## src/rtl/snake_body.sv

```systemverilog
// snake_body -- segment store, move timer, growth and collision detection for
// the snake on the 40x30 playfield, plus registered per-cell body queries.
module snake_body #(
    parameter int MAX_LEN  = 16,
    parameter int MOVE_DIV = 12500000
) (
    input  logic       clk,
    input  logic       reset,
    input  logic [3:0] dir_btn,
    input  logic       inc_len,
    input  logic [5:0] query_x,
    input  logic [5:0] query_y,
    output logic [5:0] head_x,
    output logic [5:0] head_y,
    output logic [4:0] length,
    output logic       query_hit,
    output logic       query_head,
    output logic       move_tick,
    output logic       game_over
);

    localparam int               CNT_W    = (MOVE_DIV > 1) ? $clog2(MOVE_DIV) : 1;
    localparam logic [CNT_W-1:0] CNT_LAST = CNT_W'(MOVE_DIV - 1);
    localparam logic [4:0]       LEN_MAX  = 5'(MAX_LEN);
    localparam logic [5:0]       X_WALL   = 6'd39;
    localparam logic [5:0]       Y_WALL   = 6'd29;

    typedef enum logic [1:0] {S_WAIT, S_RUN, S_OVER} state_t;
    // Opposite directions differ only in bit 0, which makes the reversal test an XOR.
    typedef enum logic [1:0] {D_UP = 2'd0, D_DOWN = 2'd1, D_LEFT = 2'd2, D_RIGHT = 2'd3} dir_t;

    state_t           r_state, w_state_nx;
    dir_t             r_dir, r_dir_next, w_btn_dir, w_dir_eff;
    logic [5:0]       r_seg_x [MAX_LEN];
    logic [5:0]       r_seg_y [MAX_LEN];
    logic [4:0]       r_len;
    logic [CNT_W-1:0] r_cnt;
    logic             r_grow_pending, r_inc_d, r_move_tick, r_game_over;
    logic             r_query_hit, r_query_head;
    logic             w_btn_any, w_press_ok, w_tick, w_do_move, w_do_over, w_inc_rise;
    logic             w_grow, w_wall_hit, w_self_hit, w_collide;
    logic             w_query_hit, w_query_head;
    logic [5:0]       w_next_x, w_next_y;
    logic [4:0]       w_body_lim;

    // Pick the highest-priority button and reject presses that reverse the snake.
    always_comb begin
        // NOTE: every combinational output gets a default first so no path infers a latch.
        w_btn_any = |dir_btn;
        w_btn_dir = D_RIGHT;
        if (dir_btn[3])      w_btn_dir = D_UP;
        else if (dir_btn[2]) w_btn_dir = D_DOWN;
        else if (dir_btn[1]) w_btn_dir = D_LEFT;
        // Judge reversal against the direction that is current after this cycle.
        w_dir_eff  = w_tick ? r_dir_next : r_dir;
        w_press_ok = w_btn_any && (r_state != S_OVER) && ((w_btn_dir ^ w_dir_eff) != 2'b01);
    end

    // Candidate head cell one step along the buffered direction.
    always_comb begin
        w_next_x = r_seg_x[0];
        w_next_y = r_seg_y[0];
        case (r_dir_next)
            D_UP:    w_next_y = r_seg_y[0] - 6'd1;
            D_DOWN:  w_next_y = r_seg_y[0] + 6'd1;
            D_LEFT:  w_next_x = r_seg_x[0] - 6'd1;
            D_RIGHT: w_next_x = r_seg_x[0] + 6'd1;
        endcase
    end

    // Wall and self collision; the tail cell only blocks when it will not vacate.
    always_comb begin
        w_grow     = r_grow_pending && (r_len < LEN_MAX);
        w_body_lim = r_len - 5'd1 + {4'd0, w_grow};
        w_self_hit = 1'b0;
        for (int i = 0; i < MAX_LEN; i++) begin
            if ((5'(i) < w_body_lim) && (r_seg_x[i] == w_next_x) && (r_seg_y[i] == w_next_y))
                w_self_hit = 1'b1;
        end
        w_wall_hit = (w_next_x == 6'd0) || (w_next_x == X_WALL) ||
                     (w_next_y == 6'd0) || (w_next_y == Y_WALL);
        w_collide  = w_wall_hit || w_self_hit;
    end

    // State register.
    always_ff @(posedge clk or negedge reset) begin
        // NOTE: sequential state uses non-blocking assignments so all registers update together.
        if (!reset) r_state <= S_WAIT;
        else        r_state <= w_state_nx;
    end

    // Next-state logic.
    always_comb begin
        w_state_nx = r_state;
        case (r_state)
            S_WAIT:  if (w_btn_any) w_state_nx = S_RUN;
            S_RUN:   if (w_tick && w_collide) w_state_nx = S_OVER;
            S_OVER:  w_state_nx = S_OVER;
            default: w_state_nx = S_WAIT;
        endcase
    end

    // Per-state control strobes.
    always_comb begin
        w_tick     = (r_state == S_RUN) && (r_cnt == CNT_LAST);
        w_do_move  = w_tick && !w_collide;
        w_do_over  = w_tick && w_collide;
        w_inc_rise = (r_state == S_RUN) && inc_len && !r_inc_d;
    end

    // Move-period counter, held at zero outside RUN.
    always_ff @(posedge clk or negedge reset) begin
        if (!reset)                 r_cnt <= '0;
        else if (r_state != S_RUN)  r_cnt <= '0;
        else if (w_tick)            r_cnt <= '0;
        else                        r_cnt <= r_cnt + CNT_W'(1);
    end

    // Current direction follows the buffer only at a move.
    always_ff @(posedge clk or negedge reset) begin
        if (!reset) begin
            r_dir      <= D_RIGHT;
            r_dir_next <= D_RIGHT;
        end else begin
            if (w_do_move)  r_dir      <= r_dir_next;
            if (w_press_ok) r_dir_next <= w_btn_dir;
        end
    end

    // Growth request: one per rising edge of inc_len, consumed by the next move.
    always_ff @(posedge clk or negedge reset) begin
        if (!reset) begin
            r_inc_d        <= 1'b0;
            r_grow_pending <= 1'b0;
        end else begin
            r_inc_d <= inc_len;
            if (w_do_move)                          r_grow_pending <= w_inc_rise;
            else if (w_inc_rise && r_len < LEN_MAX) r_grow_pending <= 1'b1;
        end
    end

    // Segment shift register: new head enters at 0, the old tail is duplicated on growth.
    always_ff @(posedge clk or negedge reset) begin
        if (!reset) begin
            // NOTE: the segment array is reset because the start position is part of the game state.
            for (int i = 0; i < MAX_LEN; i++) begin
                r_seg_x[i] <= 6'd0;
                r_seg_y[i] <= 6'd0;
            end
            r_seg_x[0] <= 6'd8;  r_seg_y[0] <= 6'd10;
            r_seg_x[1] <= 6'd7;  r_seg_y[1] <= 6'd10;
            r_seg_x[2] <= 6'd6;  r_seg_y[2] <= 6'd10;
        end else if (w_do_move) begin
            for (int i = 1; i < MAX_LEN; i++) begin
                r_seg_x[i] <= r_seg_x[i-1];
                r_seg_y[i] <= r_seg_y[i-1];
            end
            r_seg_x[0] <= w_next_x;
            r_seg_y[0] <= w_next_y;
        end
    end

    // Length, move pulse and sticky game-over flag.
    always_ff @(posedge clk or negedge reset) begin
        if (!reset) begin
            r_len       <= 5'd3;
            r_move_tick <= 1'b0;
            r_game_over <= 1'b0;
        end else begin
            r_move_tick <= w_do_move;
            if (w_do_move && w_grow) r_len <= r_len + 5'd1;
            if (w_do_over)           r_game_over <= 1'b1;
        end
    end

    // Body query against live segments only.
    always_comb begin
        w_query_hit = 1'b0;
        for (int i = 0; i < MAX_LEN; i++) begin
            if ((5'(i) < r_len) && (r_seg_x[i] == query_x) && (r_seg_y[i] == query_y))
                w_query_hit = 1'b1;
        end
        w_query_head = (r_seg_x[0] == query_x) && (r_seg_y[0] == query_y);
    end

    // Register query answers for the renderer.
    always_ff @(posedge clk or negedge reset) begin
        if (!reset) begin
            r_query_hit  <= 1'b0;
            r_query_head <= 1'b0;
        end else begin
            r_query_hit  <= w_query_hit;
            r_query_head <= w_query_head;
        end
    end

    assign head_x     = r_seg_x[0];
    assign head_y     = r_seg_y[0];
    assign length     = r_len;
    assign query_hit  = r_query_hit;
    assign query_head = r_query_head;
    assign move_tick  = r_move_tick;
    assign game_over  = r_game_over;

endmodule

```

## config.mk

```make
export PLATFORM = sky130hd
export DESIGN_NAME = snake_body
export DESIGN_NICKNAME = d
export VERILOG_FILES = /design/src/rtl/snake_body.sv
export SDC_FILE = /design/constraint.sdc
export NUM_CORES = 1
export LEC_CHECK = 0
export ABC_AREA = 1
export CORE_ASPECT_RATIO = 1.4
export CORE_MARGIN = 2
export CORE_UTILIZATION = 30
export DETAILED_ROUTE_END_ITERATION = 7
export MAX_ROUTING_LAYER = met4
export PLACE_DENSITY = 0.42
export REMOVE_ABC_BUFFERS = 1
export SETUP_SLACK_MARGIN = 0.3
export SYNTH_ARGS = -nofsm -noshare
export SYNTH_HDL_FRONTEND = slang
export SYNTH_SLANG_ARGS = --single-unit
```

## constraint.sdc

```tcl
create_clock -name clk -period 3.08 [get_ports clk]
set_clock_uncertainty 0.05 [all_clocks]
set_input_delay 0.616 -clock clk [delete_from_list [all_inputs] [get_ports clk]]
set_output_delay 0.616 -clock clk [all_outputs]
set_load 0.05 [all_outputs]
```

* After elaboration in Yosys (flattened, before gate mapping)
Cells that the tools add are included.
Storage, ports and cells: word-level logic and storage cells 295, bits in registers 233, output and inout bits 21, bits of input ports 19
Operators by class: multiplexer cells 45, $add $sub $neg 8, bitwise operators 1, equality and inequality tests 77, $lt $le $gt $ge 33, reductions and logical operators 88
Operator list (number):
- $eq 6x6->1 | 64
- $lt 4x5->1 const A | 16
- $logic_and 1x1->1 | 75
- $mux 24 | 2
- $lt 3x5->1 const A | 8
- $mux 1 | 35
- $add 24x1->24 const B | 1
- $eq 24x24->1 const B | 1
- $pmux 6 s2 | 2
- $lt 1x5->1 const A | 4
- $lt 2x5->1 const A | 4
- $add 6x1->6 const B | 2
- $logic_not 6->1 | 2
- $sub 6x1->6 const B | 2
- $mux 2 | 5
- $eq 2x2->1 const B | 3
- $eq 6x5->1 const B | 1
- $eq 6x6->1 const B | 1
- $ne 2x2->1 const B | 3
- $pmux 2 s3 | 1
- $add 5x1->5 | 1
- $add 5x1->5 const B | 1
- $lt 5x5->1 const B | 1
- $sub 5x1->5 const B | 1
- 9 further kinds | 16

* Depth between registers and ports, before layout
depth after elaboration 26, gate-level depth with buffers 27, mapped depth without buffers 25

* Worst setup path after synthesis
No wires, ideal clock.
kind reg2reg, start point register r_len[4], in the netlist length[4], end point register r_seg_x, in the netlist head_x[1], clock period less this slack 3.365 ns, required time 2.900 ns, slack -0.285 ns, stages on the path, launching flop included 27, buffers on the path 4, data arrival time 3.185 ns, library setup time 0.130 ns, cell sequence dfrtp_1 buf_2 nor2_1 inv_1 ha_1 ha_1 inv_1 nand2_1 nand2_1 inv_1 nor3_1 nand2_1 nand3_1 nor2_1 nand3_1 nor2_1 nand2_1 nand2_1 nor2_1 nand2_2 nor2_1 nand2_2 buf_6 buf_6 buf_6 nand2_1 o21ai_1
On the way: longest elaborated chain between the ends 25, elaborated cells between the ends (all ways) 71, those cells by class 2 x add/sub; 17 x order compare; 16 x mux; 36 x reduce/logical
RTL lines:
- from (decl) | RTL line 36 | logic [4:0] r_len;
- from (signal assigned) | RTL line 171 | if (w_do_move && w_grow) r_len <= r_len + 5'd1;
- $lt 5x5->1 | RTL line 73 | w_grow = r_grow_pending && (r_len < LEN_MAX);
- $logic_and 1x1->1 | RTL line 73
- $add 5x1->5 (*) | RTL line 74 | w_body_lim = r_len - 5'd1 + {4'd0, w_grow};
- $lt 1x5->1 | RTL line 77 | if ((5'(i) < w_body_lim) && (r_seg_x[i] == w_next_x) && (r_seg_y[i] == w_next_y))
- $logic_and 1x1->1 (2 in a row) | RTL line 77
- $mux 1 (15 in a row) | RTL line 77
- $mux 1 (*) | RTL line 77
- $logic_or 1x1->1 (*) | RTL line 82 | w_collide = w_wall_hit || w_self_hit;
- $logic_not 1->1 (*) | RTL line 106 | w_do_move = w_tick && !w_collide;
- $logic_and 1x1->1 (*) | RTL line 106
- to (signal, indexed assignment) | RTL line 155 | r_seg_x[i] <= r_seg_x[i-1];
- to (decl) | RTL line 34 | logic [5:0] r_seg_x [MAX_LEN];
Every way passes the cells marked *; elsewhere a longest branch is shown, timed or not. A chain may end at the register's enable or synchronous reset.

* Final worst setup path
start point register r_dir_next[0], end point register r_seg_x[60] (netlist bit)
On the way: longest elaborated chain between the ends 24, elaborated cells between the ends (all ways) 96, those cells by class 37 x eq/ne; 18 x mux; 41 x reduce/logical
RTL lines:
- from (decl) | RTL line 33 | dir_t r_dir, r_dir_next, w_btn_dir, w_dir_eff;
- from (signal assigned) | RTL line 126 | if (w_press_ok) r_dir_next <= w_btn_dir;
- $eq 2x2->1 | RTL line 63 | case (r_dir_next)
- $pmux 6 s2 | RTL line 63
- $eq 6x6->1 | RTL line 77
- $logic_and 1x1->1 (2 in a row) | RTL line 77
- $mux 1 (16 in a row) | RTL line 77
- $logic_or 1x1->1 (*) | RTL line 82
- $logic_not 1->1 (*) | RTL line 106
- $logic_and 1x1->1 (*) | RTL line 106
Marked as above.

==> flow_summary_export.csv <==
group,metric,value,unit
run_status,run_status,"complete, but fails checks",
run_status,violations,"negative setup slack",
yosys,yosys.area.top_type_share,34.4,%
critical_path,arrival,4230,ps
sta,worst_slew_pin_slew,647,ps
clock_tree,htree_levels,1,
yosys,synth-edff-count,0,
clock_tree,cts_root_buffer,"clkbuf_16",
yosys,ys.flop_type,"dfrtp_1",
floorplanning,rows,99,
yosys,async_flop_share,100,%
floorplanning,coreArea,51800,µm²
cells_and_area,finish.net_count,2551,
yosys,synth_common_cells,"731 x nand2_1, 258 x inv_1, 215 x dfrtp_1",
clock_tree,insertion_delay,590,ps
global_route,antenna_found_initial,0,
yosys,yosys.cell_count.top_type,"nand2_1",
yosys,synth_xor_area_share,8.02,%
yosys,yosys.area.top_type,"dfrtp_1",
drt,drt_iter0_markers,1074,
yosys,synth.distinct_cells,49,
yosys,synth_compound_area_share,12.2,%
placed_design,dp_hpwl,56700,µm
power,power,13300,µW
sta,period_share,124,%
yosys,synth_area_leaders,"dfrtp_1 34%, nand2_1 18%, inv_1 6.2%, o21ai_1 6.1%, xor2_1 5.4%",
drt,drcViolationCount,0,
drt,vias,16000,
yosys,yosys_register_bits,233,
clock_tree,clock-sinks,233,
placed_design,place_congestion,0.964,
sta,whs,422,ps
yosys,synth_top_family_by_area,"simple AND/OR/NAND/NOR gates",
global_route,gr-total-overflow,0,
clock_tree,tritoncts,"built",
sta,fmax,0.262,GHz
global_route,grt_max_degree,55,
cells_and_area,syn_to_final_growth,37.4,%
floorplanning,die_h,274,µm
yosys,yosysSeqAreaShare,37.5,%
sta,rsz0062_at_grt,"yes",
global_route,grt_pass1_wl,105000,µm
sta,hold_viol_final,0,
yosys,yosys_warnings,0,
critical_path,worst-setup-path-type,"flop to flop",
drt,drt-total-wl,73300,µm
placed_design,portBuffers,39,
floorplanning,die_w,197,µm
yosys,synth-simple-area-share,29.8,%
global_route,grt_pass1_vias,15400,
power,power_density,618,nW/µm²
worst_hold_path,hold_class,"flop to flop",
yosys,synth_mux_area_share,0,%
sta,setup_violations,204,
power,leakage,0.00968,µW
critical_path,cp_slowest_cell,"dfstp_2",
drt,drtPass1Iterations,5,
critical_path,end_kind,"flop",
sta,relSlewSlack,56.9,%
drt,avgRoutedWirePerCell,23.0,µm
power,ir_worst_vdd,0.461,mV
global_route,grt_use_total,27.5,%
clock_tree,clockBufferDepth,3,
clock_tree,clk_pin_slew,60,ps
critical_path,critPathMaxStageDelay,530,ps
cells_and_area,diodes,0,
sta,slew_violations,0,
critical_path,crit_buf_inv,7,
run,maxCapViolCount,0,
yosys,synthCells,2240,
critical_path,crit_family,"simple AND/OR/NAND/NOR gates",
sta,fin_crit,3810,ps
yosys,netlist_area,15600,µm²
floorplanning,start_util,30.2,%
critical_path,cp-start-kind,"flop",
critical_path,crit_fanout,7,
floorplanning,io_pins,40,
drt,antenna_left,0,
drt,via_per_inst,5.02,
yosys,yosys.area_share.adder,1.54,%
yosys,avgSynthCellArea,6.98,µm²
cells_and_area,drive_above_1_share,23.4,%
sta,postLayoutSetupSlackWorst,-732,ps
critical_path,worstPathRequired,3500,ps
floorplanning,dieArea,54000,µm²
clock_tree,cts_buffers,29,
==> through the flow <==
stage / setup slack [ps] / TNS, ps / std cells / instance area [µm²] / util [%]
floorplan: -3480 / -622890 / 2127 / 14900 / -
global placement: -871 / -163860 / 3084 / 18800 / 36.2
detailed placement: -875 / -167590 / 3084 / 18800 / 36.2
CTS: -680 / -122200 / 3162 / 20500 / 39.5
global route: -850 / -158480 / 3191 / 21500 / 41.5
finish: -732 / -131780 / 3191 / 21500 / 41.5
==> cells in the final DEF, fill, tap and decap left out, types with 60 or more instances in the layout <==
cell     Yosys  layout
o21ai_1    189     151
xor2_1      96      95
nor2_1     140     100
inv_1      258     252
nand3_1    127     112
buf_4       23     224
nand2_2     12      60
nand2_1    731     672
buf_12       0      60
dfrtp_1    215     215
==> sequential cells by signal, indices dropped and copies added, names as in the netlist, 2 cells and up <==
name and flops:
r_dir 2, r_dir_next 2, r_seg_y 90, r_state 2, length 5, r_cnt 24, head_y 6, r_seg_x 90
head_x 6
==> timing repair <==
| action | CTS | global route |
|---|---|---|
| hold buffers | 1 | 0 |
| hold endpoints to repair | 38 | 0 |
| pin swaps | 24 | 45 |
| endpoints found under the setup margin | 210 | 213 |
| cloned | 5 | 10 |
| resized for setup | 91 | 176 |
| setup buffers | 20 | 19 |
==> report_power, final <==
group / internal (µW) / switching, µW / total (µW)
sequential: 3110 / 26.7 / 3140
clock: 2200 / 1490 / 3700
combinational: 2670 / 3760 / 6430
total: 7980 / 5280 / 13300
==> per-layer routing <==
metal	GRT usage [%]	routed length, µm	vias up
li1	-	-	7756
met1	33.8	30500	7691
met2	47.2	36600	444
met3	2.25	3020	125
met4	10.4	3190	0
met5	-	0	-
==> cell families (layout without fill, tap and decap cells) <==
group | count (synthesis) | in the layout
simple gates | 1115 | 1115
flops | 233 | 233
compound gates | 344 | 344
fa+ha+maj | 18 | 18
buf+inv | 387 | 682
xor+xnor | 143 | 143
==> tightest hold or removal path, delay by kind of cell (launching register included) <==
| family | cells | cell delay, ps |
|---|---|---|
| compound gates | 1 | 50 |
| flops | 1 | 370 |
| simple gates | 1 | 50 |
==> final cells by class <==
class | instances | area [µm²]
clock buffers | 43 | 838
clock inverters | 9 | 150
repair buffers | 356 | 3880
flip-flops and latches | 233 | 5850
fillers | 5420 | 30300
inverters | 274 | 1030
multi-input cells | 1620 | 8890
well taps | 656 | 821
==> path summary, 6_finish.rpt <==
| kind | from | endpoint | slack, ps | depth (start not counted) |
|---|---|---|---|---|
| worst max-delay path | r_dir_next[0] | r_seg_x[60] | -730 | 26 |
| worst min register to register | r_dir[0] | r_dir[0] | 420 | 2 |
| worst max register to register | r_dir_next[0] | r_seg_x[60] | -730 | 26 |
| worst min-delay path | r_dir[0] | r_dir[0] | 420 | 2 |
| min in group asynchronous | reset | r_seg_x[7] | 510 | 2 |
| max in group asynchronous | reset | r_seg_y[23] | 1700 | 3 |
(Power assumes the default switching activity.)
